===== src/rtl/axi_wr_sched.sv =====
// rtl/axi_wr_sched.sv - multi-outstanding AXI write-channel scheduler with in-order AW->W->B steering
module sel_fifo #(
    parameter int W     = 1,
    parameter int DEPTH = 4
) (
    input  logic         aclk,
    input  logic         areset,
    input  logic         push,
    input  logic [W-1:0] push_data,
    input  logic         pop,
    output logic [W-1:0] head,
    output logic         empty,
    output logic         full
);
    localparam int PB = $clog2(DEPTH);

    logic [W-1:0] mem [DEPTH];
    logic [PB:0]  wr_ptr;
    logic [PB:0]  rd_ptr;

    always_ff @(posedge aclk) begin
        if (areset) begin
            wr_ptr <= '0;
            rd_ptr <= '0;
        end else begin
            if (push) wr_ptr <= wr_ptr + 1'b1;
            if (pop)  rd_ptr <= rd_ptr + 1'b1;
        end
    end

    always_ff @(posedge aclk) begin
        if (push) mem[wr_ptr[PB-1:0]] <= push_data;
    end

    // Extra pointer MSB distinguishes full from empty when the index bits match
    assign head  = mem[rd_ptr[PB-1:0]];
    assign empty = (wr_ptr == rd_ptr);
    assign full  = (wr_ptr[PB] != rd_ptr[PB]) && (wr_ptr[PB-1:0] == rd_ptr[PB-1:0]);
endmodule

module axi_wr_sched #(
    parameter int SLAVE_NUM       = 2,
    parameter int SEL_BITS        = (SLAVE_NUM > 2) ? $clog2(SLAVE_NUM) : 1,
    parameter int MAX_OUTSTANDING = 4,
    parameter int TMO_BITS        = 10,
    parameter int OUT_BITS        = $clog2(MAX_OUTSTANDING + 1)
) (
    input  logic                 aclk,
    input  logic                 areset,
    input  logic [SLAVE_NUM-1:0] s_awvalid,
    output logic [SLAVE_NUM-1:0] s_awready,
    input  logic [SLAVE_NUM-1:0] s_wvalid,
    input  logic [SLAVE_NUM-1:0] s_wlast,
    output logic [SLAVE_NUM-1:0] s_wready,
    output logic [SLAVE_NUM-1:0] s_bvalid,
    input  logic [SLAVE_NUM-1:0] s_bready,
    output logic                 m_awvalid,
    input  logic                 m_awready,
    output logic                 m_wvalid,
    output logic                 m_wlast,
    input  logic                 m_wready,
    input  logic                 m_bvalid,
    output logic                 m_bready,
    output logic [SEL_BITS-1:0]  aw_sel,
    output logic [SEL_BITS-1:0]  w_sel,
    output logic [SEL_BITS-1:0]  b_sel,
    output logic [OUT_BITS-1:0]  outstanding,
    output logic                 dbg_b_tmo
);
    localparam logic [OUT_BITS-1:0] MAX_OUT  = OUT_BITS'(MAX_OUTSTANDING);
    localparam logic [SEL_BITS-1:0] LAST_IDX = SEL_BITS'(SLAVE_NUM - 1);

    typedef enum logic {IDLE, GRANT} state_t;

    state_t              state, state_nxt;
    logic [SEL_BITS-1:0] aw_sel_nxt;
    logic [SEL_BITS-1:0] rr_ptr, rr_ptr_nxt;
    logic [SEL_BITS-1:0] pick;
    logic                aw_push;
    logic                w_pop, w_empty, w_full;
    logic                b_pop, b_empty, b_full;
    logic [TMO_BITS-1:0] wdog;

    // Round-robin search: the smallest offset from rr_ptr with a valid request wins
    always_comb begin
        pick = rr_ptr;
        for (int k = SLAVE_NUM - 1; k >= 0; k--) begin
            int idx;
            idx = int'(rr_ptr) + k;
            if (idx >= SLAVE_NUM) idx = idx - SLAVE_NUM;
            if (s_awvalid[SEL_BITS'(idx)]) pick = SEL_BITS'(idx);
        end
    end

    always_ff @(posedge aclk) begin
        if (areset) begin
            state  <= IDLE;
            aw_sel <= '0;
            rr_ptr <= '0;
        end else begin
            state  <= state_nxt;
            aw_sel <= aw_sel_nxt;
            rr_ptr <= rr_ptr_nxt;
        end
    end

    always_comb begin
        state_nxt  = state;
        aw_sel_nxt = aw_sel;
        rr_ptr_nxt = rr_ptr;
        m_awvalid  = 1'b0;
        s_awready  = '0;
        aw_push    = 1'b0;
        case (state)
            IDLE: begin
                if ((|s_awvalid) && (outstanding < MAX_OUT) && !w_full) begin
                    aw_sel_nxt = pick;
                    state_nxt  = GRANT;
                end
            end
            GRANT: begin
                m_awvalid = s_awvalid[aw_sel];
                for (int i = 0; i < SLAVE_NUM; i++) begin
                    s_awready[i] = (SEL_BITS'(i) == aw_sel) && m_awready;
                end
                if (m_awvalid && m_awready) begin
                    aw_push    = 1'b1;
                    rr_ptr_nxt = (aw_sel == LAST_IDX) ? '0 : aw_sel + SEL_BITS'(1);
                    state_nxt  = IDLE;
                end else if (!s_awvalid[aw_sel]) begin
                    // Requester withdrew its address: drop the grant without tracking it
                    state_nxt = IDLE;
                end
            end
            default: state_nxt = IDLE;
        endcase
    end

    sel_fifo #(.W(SEL_BITS), .DEPTH(MAX_OUTSTANDING)) u_w_fifo (
        .aclk      (aclk),
        .areset    (areset),
        .push      (aw_push),
        .push_data (aw_sel),
        .pop       (w_pop),
        .head      (w_sel),
        .empty     (w_empty),
        .full      (w_full)
    );

    sel_fifo #(.W(SEL_BITS), .DEPTH(MAX_OUTSTANDING)) u_b_fifo (
        .aclk      (aclk),
        .areset    (areset),
        .push      (w_pop),
        .push_data (w_sel),
        .pop       (b_pop),
        .head      (b_sel),
        .empty     (b_empty),
        .full      (b_full)
    );

    always_comb begin
        m_wvalid = !w_empty && s_wvalid[w_sel];
        m_wlast  = s_wlast[w_sel];
        m_bready = !b_empty && s_bready[b_sel];
        s_wready = '0;
        s_bvalid = '0;
        for (int i = 0; i < SLAVE_NUM; i++) begin
            s_wready[i] = !w_empty && (SEL_BITS'(i) == w_sel) && m_wready;
            s_bvalid[i] = !b_empty && (SEL_BITS'(i) == b_sel) && m_bvalid;
        end
        w_pop = m_wvalid && m_wready && m_wlast;
        b_pop = m_bvalid && m_bready;
    end

    always_ff @(posedge aclk) begin
        if (areset) begin
            outstanding <= '0;
            wdog        <= '0;
        end else begin
            case ({aw_push, b_pop})
                2'b10:   outstanding <= outstanding + OUT_BITS'(1);
                2'b01:   outstanding <= outstanding - OUT_BITS'(1);
                default: outstanding <= outstanding;
            endcase
            if ((outstanding == '0) || b_pop) wdog <= '0;
            else if (!(&wdog))                wdog <= wdog + TMO_BITS'(1);
        end
    end

    assign dbg_b_tmo = &wdog;
endmodule


===== config.mk =====
export PLATFORM = sky130hd
export DESIGN_NAME = axi_wr_sched
export DESIGN_NICKNAME = d
export VERILOG_FILES = /design/src/rtl/axi_wr_sched.sv
export SDC_FILE = /design/constraint.sdc
export NUM_CORES = 1
export LEC_CHECK = 0
export BUFFER_PORTS_ARGS = -buffer_cell sky130_fd_sc_hd__buf_2
export CAP_MARGIN = 10
export CORE_MARGIN = 2
export CORE_UTILIZATION = 51
export CTS_CLUSTER_SIZE = 10
export DETAILED_ROUTE_END_ITERATION = 6
export PLACE_DENSITY = 0.74
export REMOVE_ABC_BUFFERS = 1
export SYNTH_ARGS = -nofsm -noshare
export SYNTH_HDL_FRONTEND = slang
export SYNTH_SLANG_ARGS = --single-unit

===== constraint.sdc =====
create_clock -name aclk -period 2.55 [get_ports aclk]
set_input_delay 0.51 -clock aclk [delete_from_list [all_inputs] [get_ports aclk]]
set_output_delay 0.51 -clock aclk [all_outputs]
set_load 0.02 [all_outputs]

==> impl_metrics.yaml, run 1 <==
sta:
  clock.fmax_ghz: 0.412
  drv_slew: 0
  timing.final.crit_share: 0.952
  finalWorstSetupSlack_ns: 0.121
  hold_viol: 0
  worst_pin_slew_ns: 0.672
  fin_skew_ns: 0.00623
  rsz0062_at_grt: "no"
  setup_viol: 0
  relSlewSlack: 0.546
  fin_crit_ns: 2.43
power:
  p_seq_frac: 0.563
  power-per-cell-area_nw_per_um2: 483
  power_frac_comb: 0.077
  ir_worst_vdd_mv: 0.458
  pwr-share-clk: 0.360
  p_switching_mw: 0.260
  p_sw_frac: 0.223
  power.leakage_nw: 1.02
  p_int_mw: 0.908
  p_total_mw: 1.17
drt:
  drc: 0
  wire_per_inst_um: 12.0
  wl_mm: 3.56
  via_per_inst: 5.06
  final_antenna_net_count: 0
  drt_first_iter_violations: 41
  num_vias: 1509
  first_pass_iters: 4
hold_path:
  hold_class: "register to register"
critical_path:
  cp-end-kind: "output port"
  cp_data_arrival_time_ns: 1.92
  crit_type: "register to output port"
  slowest_stage: "mux4_2"
  cp_slowest_stage_delay_ns: 0.60
  required_ns: 2.04
  path_cells: "mux4_2 -> mux2i_2 -> inv_1 -> buf_2"
  cp_num_buf_inv: 2
  critPathLaunchType: "register"
  path_delay_family: "multiplexers"
  critPathMaxFanout: 9
clock_tree:
  htreeDepth: 2
  clkTransAtPathRegs_ns: 0.07
  numCtsBuffers: 5
  cts_sinks: 40
  cts_buffer_depth: 2
  cts_tree: "yes"
  clock_latency_ns: 0.29
  hold_buffers: 0
  clock-root-buffer: "clkbuf_8"
floorplanning:
  start_util: 0.523
  fp.dieW_um: 67.8
  dieHeight_um: 67.8
  die_area_um2: 4600
  io_pins: 30
  rows: 23
  core-area_um2: 3970
global_route:
  grtUsageTotal: 0.179
  grt_antenna_before_repair: 0
  grt-ovfl-total: 0
  grt_pass1_wl_mm: 5.98
  grt_pass1_vias: 1366
  grt_max_degree: 29
synthesis:
  synthXorXnorAreaFrac: 0.0717
  ys_ff_latch: 40
  syn_area_um2: 2080
  synth_compound_area_frac: 0.0675
  netlist_instances: 209
  synth_adder_area_share: 0.0819
  synth_cell_type_count: 39
  synth_warnings: 0
  yosysTopAreaCell: "dfxtp_1"
  yosysSeqAreaShare: 0.424
  synth_simple_gate_area_frac: 0.205
  yosys.area.top_type_share: 0.308
  synth_top_family_by_area: "simple AND/OR/NAND/NOR gates"
  synthMuxAreaShare: 0.110
  yosys-top-cells-area: "dfxtp_1 (31%), edfxtp_1 (12%), ha_1 (7.2%), nor2_1 (5.4%), mux2_2 (4.9%)"
  avgSynthCellArea_um2: 9.94
finish:
  antennaDiodeCount: 0
  drive_gt1_frac: 0.282
  finalNetCount: 273
  area_growth_pct: 16.6
placed_design:
  gp_congestion: 0.793
  pre_cts_ws_ns: 0.0244
  port_buffers: 29
  hpwlAfterDp_mm: 2.66
status:
  outcome: "complete, no violations"
run:
  maxCapViolCount: 0
[stage by stage]
step / TNS, ns / utilization / cells / cell area [um^2] / hold slack (ns)
after floorplan: -0.115 / - / 203 / 2050 / 0.449
after global routing: 0 / 0.610 / 298 / 2420 / 0.522
final: 0 / 0.610 / 298 / 2420 / 0.480
after detailed placement: 0 / 0.583 / 289 / 2310 / 0.473
after global placement: 0 / 0.583 / 289 / 2310 / 0.464
after CTS: 0 / 0.606 / 297 / 2410 / 0.484
[layer usage]
layer	GRT usage	share of wire	up-vias
li1	-	-	786
met1	0.220	0.48	688
met2	0.299	0.47	30
met3	0.0493	0.039	5
met4	0.0675	0.014	0
met5	0	0	-
[tightest hold or removal path, cell delays in order (launching register included)]
cell	delay [ns]
dfxtp_1	0.31
inv_1	0.06
a211oi_1	0.06
[cells in the final DEF, fill, tap and decap left out, drive strengths merged, types with 3 or more instances in the layout]
master and instances:
edfxtp 8, inv 16, mux2i 7, xnor2 7, and2 7, buf 37, nand3 3, clkbuf 8
mux2 9, o31ai 3, a21oi 7, xor2 10, a31oi 3, dfxtp 32, ha 12, a211oi 3
nand2 7, nor2 30, o21ai 3, nor2b 5, nor4b 3, nand2b 6, nor3 6
[path summary, 6_finish.rpt]
path                    from              to  slack, ns  cells past startpoint
max          u_w_fifo.mem[2]         m_wlast       0.12                      4
min                  wdog[8]         wdog[8]       0.48                      2
max reg2reg  u_b_fifo.mem[3]  outstanding[2]       0.14                      9
min reg2reg          wdog[8]         wdog[8]       0.48                      2
[synthesized netlist by cell type]
cell      number
xor2_1        10
and2_2         3
o21ai_0        2
and4_1         2
o311ai_0       1
inv_1         16
or2_2          2
and3_1         2
mux2i_2        3
nor3_1         5
o21ai_2        1
a31oi_1        3
ha_1          12
buf_1          2
nor4b_2        1
xnor2_1        7
dfxtp_1       32
a21oi_1        7
nor2b_1        5
or4_1          1
nand3_1        3
nand4_1        2
nor4b_1        2
nor3b_1        1
mux2i_1        4
o31ai_1        2
clkbuf_1       4
edfxtp_1       8
nand2b_1       6
mux2_2         9
o31ai_4        1
nand2_1        7
nor2_1        30
mux4_2         2
and2_1         4
or3_1          2
nor3_4         1
a211oi_1       3
fa_1           1
[sequential cells by signal (all words and copies together), names as in the netlist, named ones only]
register / count
u_b_fifo.wr_ptr: 3
aw_sel: 1
rr_ptr: 1
u_b_fifo.mem: 4
outstanding: 3
u_w_fifo.wr_ptr: 3
u_w_fifo.rd_ptr: 3
state: 1
u_w_fifo.mem: 4
u_b_fifo.rd_ptr: 3
wdog: 10
[power by group through the flow]
stage	Combinational, mW	Clock, mW	Sequential, mW
2_1_floorplan	0.0520	0	0.673
4_1_cts	0.0910	0.437	0.658
3_3_place_gp	0.0887	0	0.672
3_5_place_dp	0.0904	0	0.672
6_report	0.0902	0.420	0.658
5_1_grt	0.101	0.456	0.659
[final cells by class]
| cell class | instances | area, um^2 |
|---|---|---|
| Clock buffer | 8 | 90.1 |
| Sequential cell | 40 | 882 |
| Fill cell | 337 | 1550 |
| Timing Repair Buffer | 37 | 205 |
| Multi-Input combinational cell | 147 | 1120 |
| Tap cell | 50 | 62.6 |
| Inverter | 16 | 60.1 |
[logic make-up (layout without fill, tap and decap cells)]
kind of cell / after synthesis / count (layout)
xor gates and xnor gates: 17 / 17
and+or+nand+nor: 79 / 79
adders and majority gates: 13 / 13
buffers and inverters: 22 / 61
AOI/OAI and AO/OA: 20 / 20
muxes: 18 / 18
DFF: 40 / 40
[timing repair]
action,4_1_cts,5_1_grt
buffers inserted,0,1
endpoints found under the setup margin,1,1
pin swaps,0,2
gates resized for setup,1,3
Power figures use the tool's default switching activity.
==> inputs of run 2 (changes only) <==
PLACE_DENSITY = 0.75   (was 0.74)
==> run 2 against run 1 <==
Net effect:
- utilization down 0.38 points
- die area unchanged
- critical path depth up 5
- sequential power about the same
- global-route usage up 0.49 points
- combinational power down 0.7%
- sequential cell count unchanged
- clock skew up 0.0012 ns
- first-iteration DRC count up 39%
- critical path type is now register to register
==> impl_metrics.yaml, run 2 (synthesized netlist as in run 1, its figures left out) <==
finish:
  finalNetCount: 271
  drive_gt1_frac: 0.276
  n_fill_cell: 355
  layout_common_cells: "dfxtp_1 (31), nor2_1 (29), buf_2 (29), inv_1 (16), ha_1 (11)"
  stdcell_count: 296
  final_util: 0.606
  layout_commonest_cell: "dfxtp_1"
  max_flop_register: "wdog"
  largest_reg_flops: 10
  antennaDiodeCount: 0
  area_growth_pct: 15.8
critical_path:
  timing.rr.end: "outstanding[2]"
  critPathLaunchType: "register"
  reg2reg_depth: 9
  r2r_start: "u_b_fifo.mem[3]"
  r2r_slack_ns: 0.1
  critPathMaxFanout: 2
  critical_path.startpoint: "u_b_fifo.mem[3]"
  cp_data_arrival_time_ns: 2.67
  required_ns: 2.76
  crit_type: "register to register"
  cp-end-kind: "register"
hold_path:
  min_to: "wdog[8]"
  min_from: "wdog[8]"
  hold_class: "register to register"
  hold_path_depth: 2
run:
  maxCapViolCount: 0
global_route:
  grt_max_degree: 29
  grt_pass1_wl_mm: 6.28
  grt_antenna_before_repair: 0
  grt-ovfl-total: 0
  grtUsageTotal: 0.184
  grt_pass1_vias: 1439
floorplanning:
  start_util: 0.523
  io_pins: 30
  fp.dieW_um: 67.8
  core-area_um2: 3970
  dieHeight_um: 67.8
  die_area_um2: 4600
  rows: 23
placed_design:
  port_buffers: 29
  gp_congestion: 0.785
  hpwlAfterDp_mm: 2.72
  dp_cells: 288
  pre_cts_ws_ns: -0.0262
power:
  pwr-share-clk: 0.360
  p_sw_frac: 0.223
  power-per-cell-area_nw_per_um2: 486
  p_switching_mw: 0.260
  power.leakage_nw: 1.01
  p_seq_frac: 0.563
  power_frac_comb: 0.077
  p_int_mw: 0.908
  ir_worst_vdd_mv: 0.346
sta:
  rsz0062_at_grt: "yes"
  relSlewSlack: 0.558
  hold_viol: 0
  worst_pin_slew_ns: 0.654
  finalWorstSetupSlack_ns: 0.0962
  hold_ws_ns: 0.485
  timing.final.crit_share: 0.962
  fin_skew_ns: 0.00741
  fin_crit_ns: 2.45
  fin_tns_setup_ns: 0
  clock.fmax_ghz: 0.408
  setup_viol: 0
  drv_slew: 0
drt:
  num_vias: 1512
  wire_per_inst_um: 12.3
  via_per_inst: 5.11
  drc: 0
  wl_mm: 3.64
  final_antenna_net_count: 0
  first_pass_iters: 4
  drt_first_iter_violations: 57
clock_tree:
  numCtsBuffers: 5
  clkTransAtPathRegs_ns: 0.07
  htreeDepth: 2
  clock-root-buffer: "clkbuf_8"
  cts_tree: "yes"
  clock_latency_ns: 0.29
  cts_buffer_depth: 2
  cts_sinks: 40
status:
  outcome: "complete, no violations"
-- run 2: final cells by class --
class                   instances  area (um^2)  area share
multi-input cells             147         1120       0.466
flip-flops and latches         40          882       0.367
repair buffers                 35          190      0.0790
clock buffers                   8         90.1      0.0374
well taps                      50         62.6      0.0260
inverters                      16         60.1      0.0250
-- run 2: worst max-delay path: stages (launching register included) --
cell and delay [ns]:
edfxtp_1 0.35, mux4_2 0.50, mux2i_2 0.18, nor2_2 0.16
ha_2 0.21, inv_1 0.05, fa_2 0.33, xor2_1 0.16
or3_1 0.32, a21oi_1 0.12
-- run 2: routing by layer --
metal  track usage  wire, um  vias up
li1              -         -      789
met1         0.234      1710      682
met2         0.292      1700       34
met3        0.0559       166        7
met4        0.0750        67        0
met5             0         0        -
-- run 2: power by group through the flow --
| stage | Clock (mW) | Combinational [mW] | Sequential (mW) |
|---|---|---|---|
| 3_5_place_dp | 0 | 0.0898 | 0.672 |
| 6_report | 0.421 | 0.0896 | 0.658 |
| 2_1_floorplan | 0 | 0.0520 | 0.673 |
| 3_3_place_gp | 0 | 0.0882 | 0.672 |
| 4_1_cts | 0.432 | 0.0903 | 0.658 |
| 5_1_grt | 0.463 | 0.0999 | 0.659 |
-- run 2: worst max path at each step --
stage | to | slack [ns] | depth (start not counted)
4_1_cts | outstanding[2] | 0.02 | 9
5_1_grt | outstanding[2] | -0.03 | 9
3_3_place_gp | outstanding[2] | 0.04 | 9
6_report | outstanding[2] | 0.1 | 9
2_1_floorplan | outstanding[2] | -0.11 | 9
3_5_place_dp | outstanding[2] | -0.03 | 9
-- run 2: repair_timing --
| action | CTS | global route |
|---|---|---|
| buffers inserted | 0 | 0 |
| pin swaps | 0 | 3 |
| endpoints found under the setup margin | 1 | 1 |
| hold buffers | 0 | 0 |
| gates resized for setup | 1 | 3 |
-- run 2: per-stage QoR --
| step | power [mW] | area [um^2] |
|---|---|---|
| floorplan | 0.725 | 2050 |
| global placement | 0.760 | 2310 |
| detailed placement | 0.762 | 2310 |
| CTS | 1.18 | 2400 |
| global route | 1.22 | 2410 |
| finish | 1.17 | 2410 |
==> inputs of run 3 (changes only) <==
ABC_AREA = 1   (was not set)
CORE_UTILIZATION = 57   (was 51)
CTS_CLUSTER_SIZE = not set   (was 10)
PLACE_DENSITY = 0.79   (was 0.75)
clock period = 2.6 ns   (was 2.55 ns; I/O delays follow)
==> run 3 against run 2 <==
Net effect:
- global-route usage grew 1.4 points
- via count grew 17%
- sequential cell count is the same
- sequential power grew 3%
- first-iteration DRC count grew 79%
- clock skew is essentially flat
- cell count grew 24%
==> impl_metrics.yaml, run 3 <==
sta:
  timing.final.crit_share: 0.868
  drv_slew: 0
  setup_viol: 0
  fin_skew_ns: 0.00711
  relSlewSlack: 0.658
  fin_crit_ns: 2.26
  rsz0062_at_grt: "no"
  hold_viol: 0
  fin_tns_setup_ns: 0
  finalWorstSetupSlack_ns: 0.342
  clock.fmax_ghz: 0.443
  worst_pin_slew_ns: 0.513
global_route:
  grt_pass1_vias: 1569
  grt_pass1_wl_mm: 6.42
  grt_max_degree: 17
  grt_antenna_before_repair: 0
  grtUsageTotal: 0.198
  grt-ovfl-total: 0
clock_tree:
  cts_tree: "yes"
  cts_sinks: 40
  cts_buffer_depth: 2
  hold_buffers: 0
  numCtsBuffers: 5
  post_cts.repair.setup_buffers: 0
  clock_latency_ns: 0.30
  cts_resized: 0
  clkTransAtPathRegs_ns: 0.08
  clock-root-buffer: "clkbuf_8"
  htreeDepth: 2
drt:
  num_vias: 1770
  via_per_inst: 4.82
  wl_mm: 3.78
  wire_per_inst_um: 10.3
  drt_first_iter_violations: 102
  drc: 0
  final_antenna_net_count: 0
  first_pass_iters: 4
critical_path:
  reg2reg_depth: 11
  required_ns: 2.79
  cp_num_cells: 11
  cp_num_buf_inv: 2
  timing.rr.end: "outstanding[2]"
  cp-end-kind: "register"
  r2r_slack_ns: 0.34
  cp_data_arrival_time_ns: 2.44
  cp_slowest_stage_delay_ns: 0.43
  critPathMaxFanout: 6
  critPathLaunchType: "register"
  crit_type: "register to register"
  slowest_stage: "dfxtp_1"
  path_cells: "xnor2_1 -> nand3_1 -> nand4_2 -> inv_1 -> ha_1 -> inv_1 -> fa_1 -> a21oi_1 -> o21ai_0 -> o21ai_0 -> a21oi_1"
  path_delay_family: "adder cells"
  r2r_start: "u_b_fifo.wr_ptr[0]"
power:
  p_total_mw: 1.41
  power.leakage_nw: 1.13
  power-per-cell-area_nw_per_um2: 570
  ir_worst_vdd_mv: 0.462
placed_design:
  hpwlAfterDp_mm: 2.87
  pre_cts_ws_ns: 0.356
  port_buffers: 29
  gp_congestion: 0.760
synthesis:
  synth_warnings: 0
  yosysSeqAreaShare: 0.408
  avgSynthCellArea_um2: 7.63
  yosysMostFrequentCell: "nand2_1"
  synth_cell_type_count: 27
  synthArstFlopShare: 0
  yosys.area.top_type_share: 0.297
  syn_area_um2: 2160
  yosys-top-cells-area: "dfxtp_1 (30%), edfxtp_1 (11%), nand2_1 (8.9%), inv_1 (7.7%), nor2_1 (7.7%)"
  ys_ff_latch: 40
  yosys-top-cells-count: "nand2_1 (51), inv_1 (44), nor2_1 (44), dfxtp_1 (32), nand3_1 (17)"
  synth_flop_cell: "dfxtp_1"
  synth_edf_count: 8
  yosysTopAreaCell: "dfxtp_1"
  netlist_instances: 283
hold_path:
  min_to: "u_b_fifo.rd_ptr[2]"
  hold_path_depth: 2
  min_from: "areset"
  hold_class: "primary input to register"
finish:
  layout_common_cells: "nand2_1 (51), inv_1 (44), nor2_1 (44), dfxtp_1 (32), buf_2 (29)"
  antennaDiodeCount: 0
  n_fill_cell: 314
  finalNetCount: 344
  area_growth_pct: 15.0
  max_flop_register: "wdog"
  drive_gt1_frac: 0.207
  largest_reg_flops: 10
  layout_commonest_cell: "nand2_1"
floorplanning:
  io_pins: 30
  start_util: 0.590
  die_area_um2: 4290
  core-area_um2: 3660
  fp.dieW_um: 65.5
  rows: 22
  dieHeight_um: 65.5
run:
  maxCapViolCount: 0
status:
  outcome: "complete, no violations"
## run 3: metal layers
layer,vias to the layer above,wire [um],GRT usage
li1,954,-,-
met1,783,1770,0.234
met2,27,1780,0.333
met3,6,170,0.0616
met4,0,64,0.0807
met5,-,0,0
## run 3: cell families (layout without fill, tap and decap cells)
kind of cell | count (synthesis) | count (layout) | synth area share
simple gates | 141 | 141 | 0.309
fa+ha+maj | 13 | 13 | 0.0788
xor+xnor | 11 | 11 | 0.0446
compound gates | 28 | 28 | 0.0719
buf+inv | 50 | 86 | 0.0875
flops | 40 | 40 | 0.408
## run 3: worst max-delay path by stage
| stage | from | to |
|---|---|---|
| 3_3_place_gp | s_bready[1] | outstanding[2] |
| 2_1_floorplan | aw_sel | outstanding[2] |
| 3_5_place_dp | u_b_fifo.wr_ptr[0] | outstanding[2] |
| 6_report | u_b_fifo.wr_ptr[0] | outstanding[2] |
| 4_1_cts | u_b_fifo.wr_ptr[0] | outstanding[2] |
| 5_1_grt | u_b_fifo.wr_ptr[0] | outstanding[2] |
## run 3: stage by stage
step,hold slack (ns),instances,area [um^2],util
final,0.440,367,2480,0.678
after global routing,0.450,367,2480,0.678
after CTS,0.431,367,2480,0.678
after detailed placement,0.464,359,2360,0.645
after global placement,0.456,359,2360,0.645
after floorplan,0.435,282,2150,-
## run 3: worst reg2reg max path, stage by stage, from the launching register on
cell     delay [ns]
dfxtp_1        0.43
xnor2_1        0.09
nand3_1        0.18
nand4_2        0.21
inv_1          0.16
ha_1           0.15
inv_1          0.07
fa_1           0.38
a21oi_1        0.14
o21ai_0        0.11
o21ai_0        0.17
a21oi_1        0.06
## run 3: area by class of cell
| type | instances | area, um^2 | share of cell area |
|---|---|---|---|
| inverter | 49 | 185 | 0.0746 |
| sequential | 40 | 881 | 0.355 |
| clock buffer | 8 | 121 | 0.0489 |
| tap | 48 | 60.1 | 0.0242 |
| multi-input combinational | 193 | 1090 | 0.439 |
| timing repair buffer | 29 | 145 | 0.0585 |
## run 3: power by group
group / switching [mW] / internal (mW)
clock: 0.212 / 0.300
sequential: 0.0209 / 0.656
combinational: 0.151 / 0.0745
total: 0.383 / 1.03
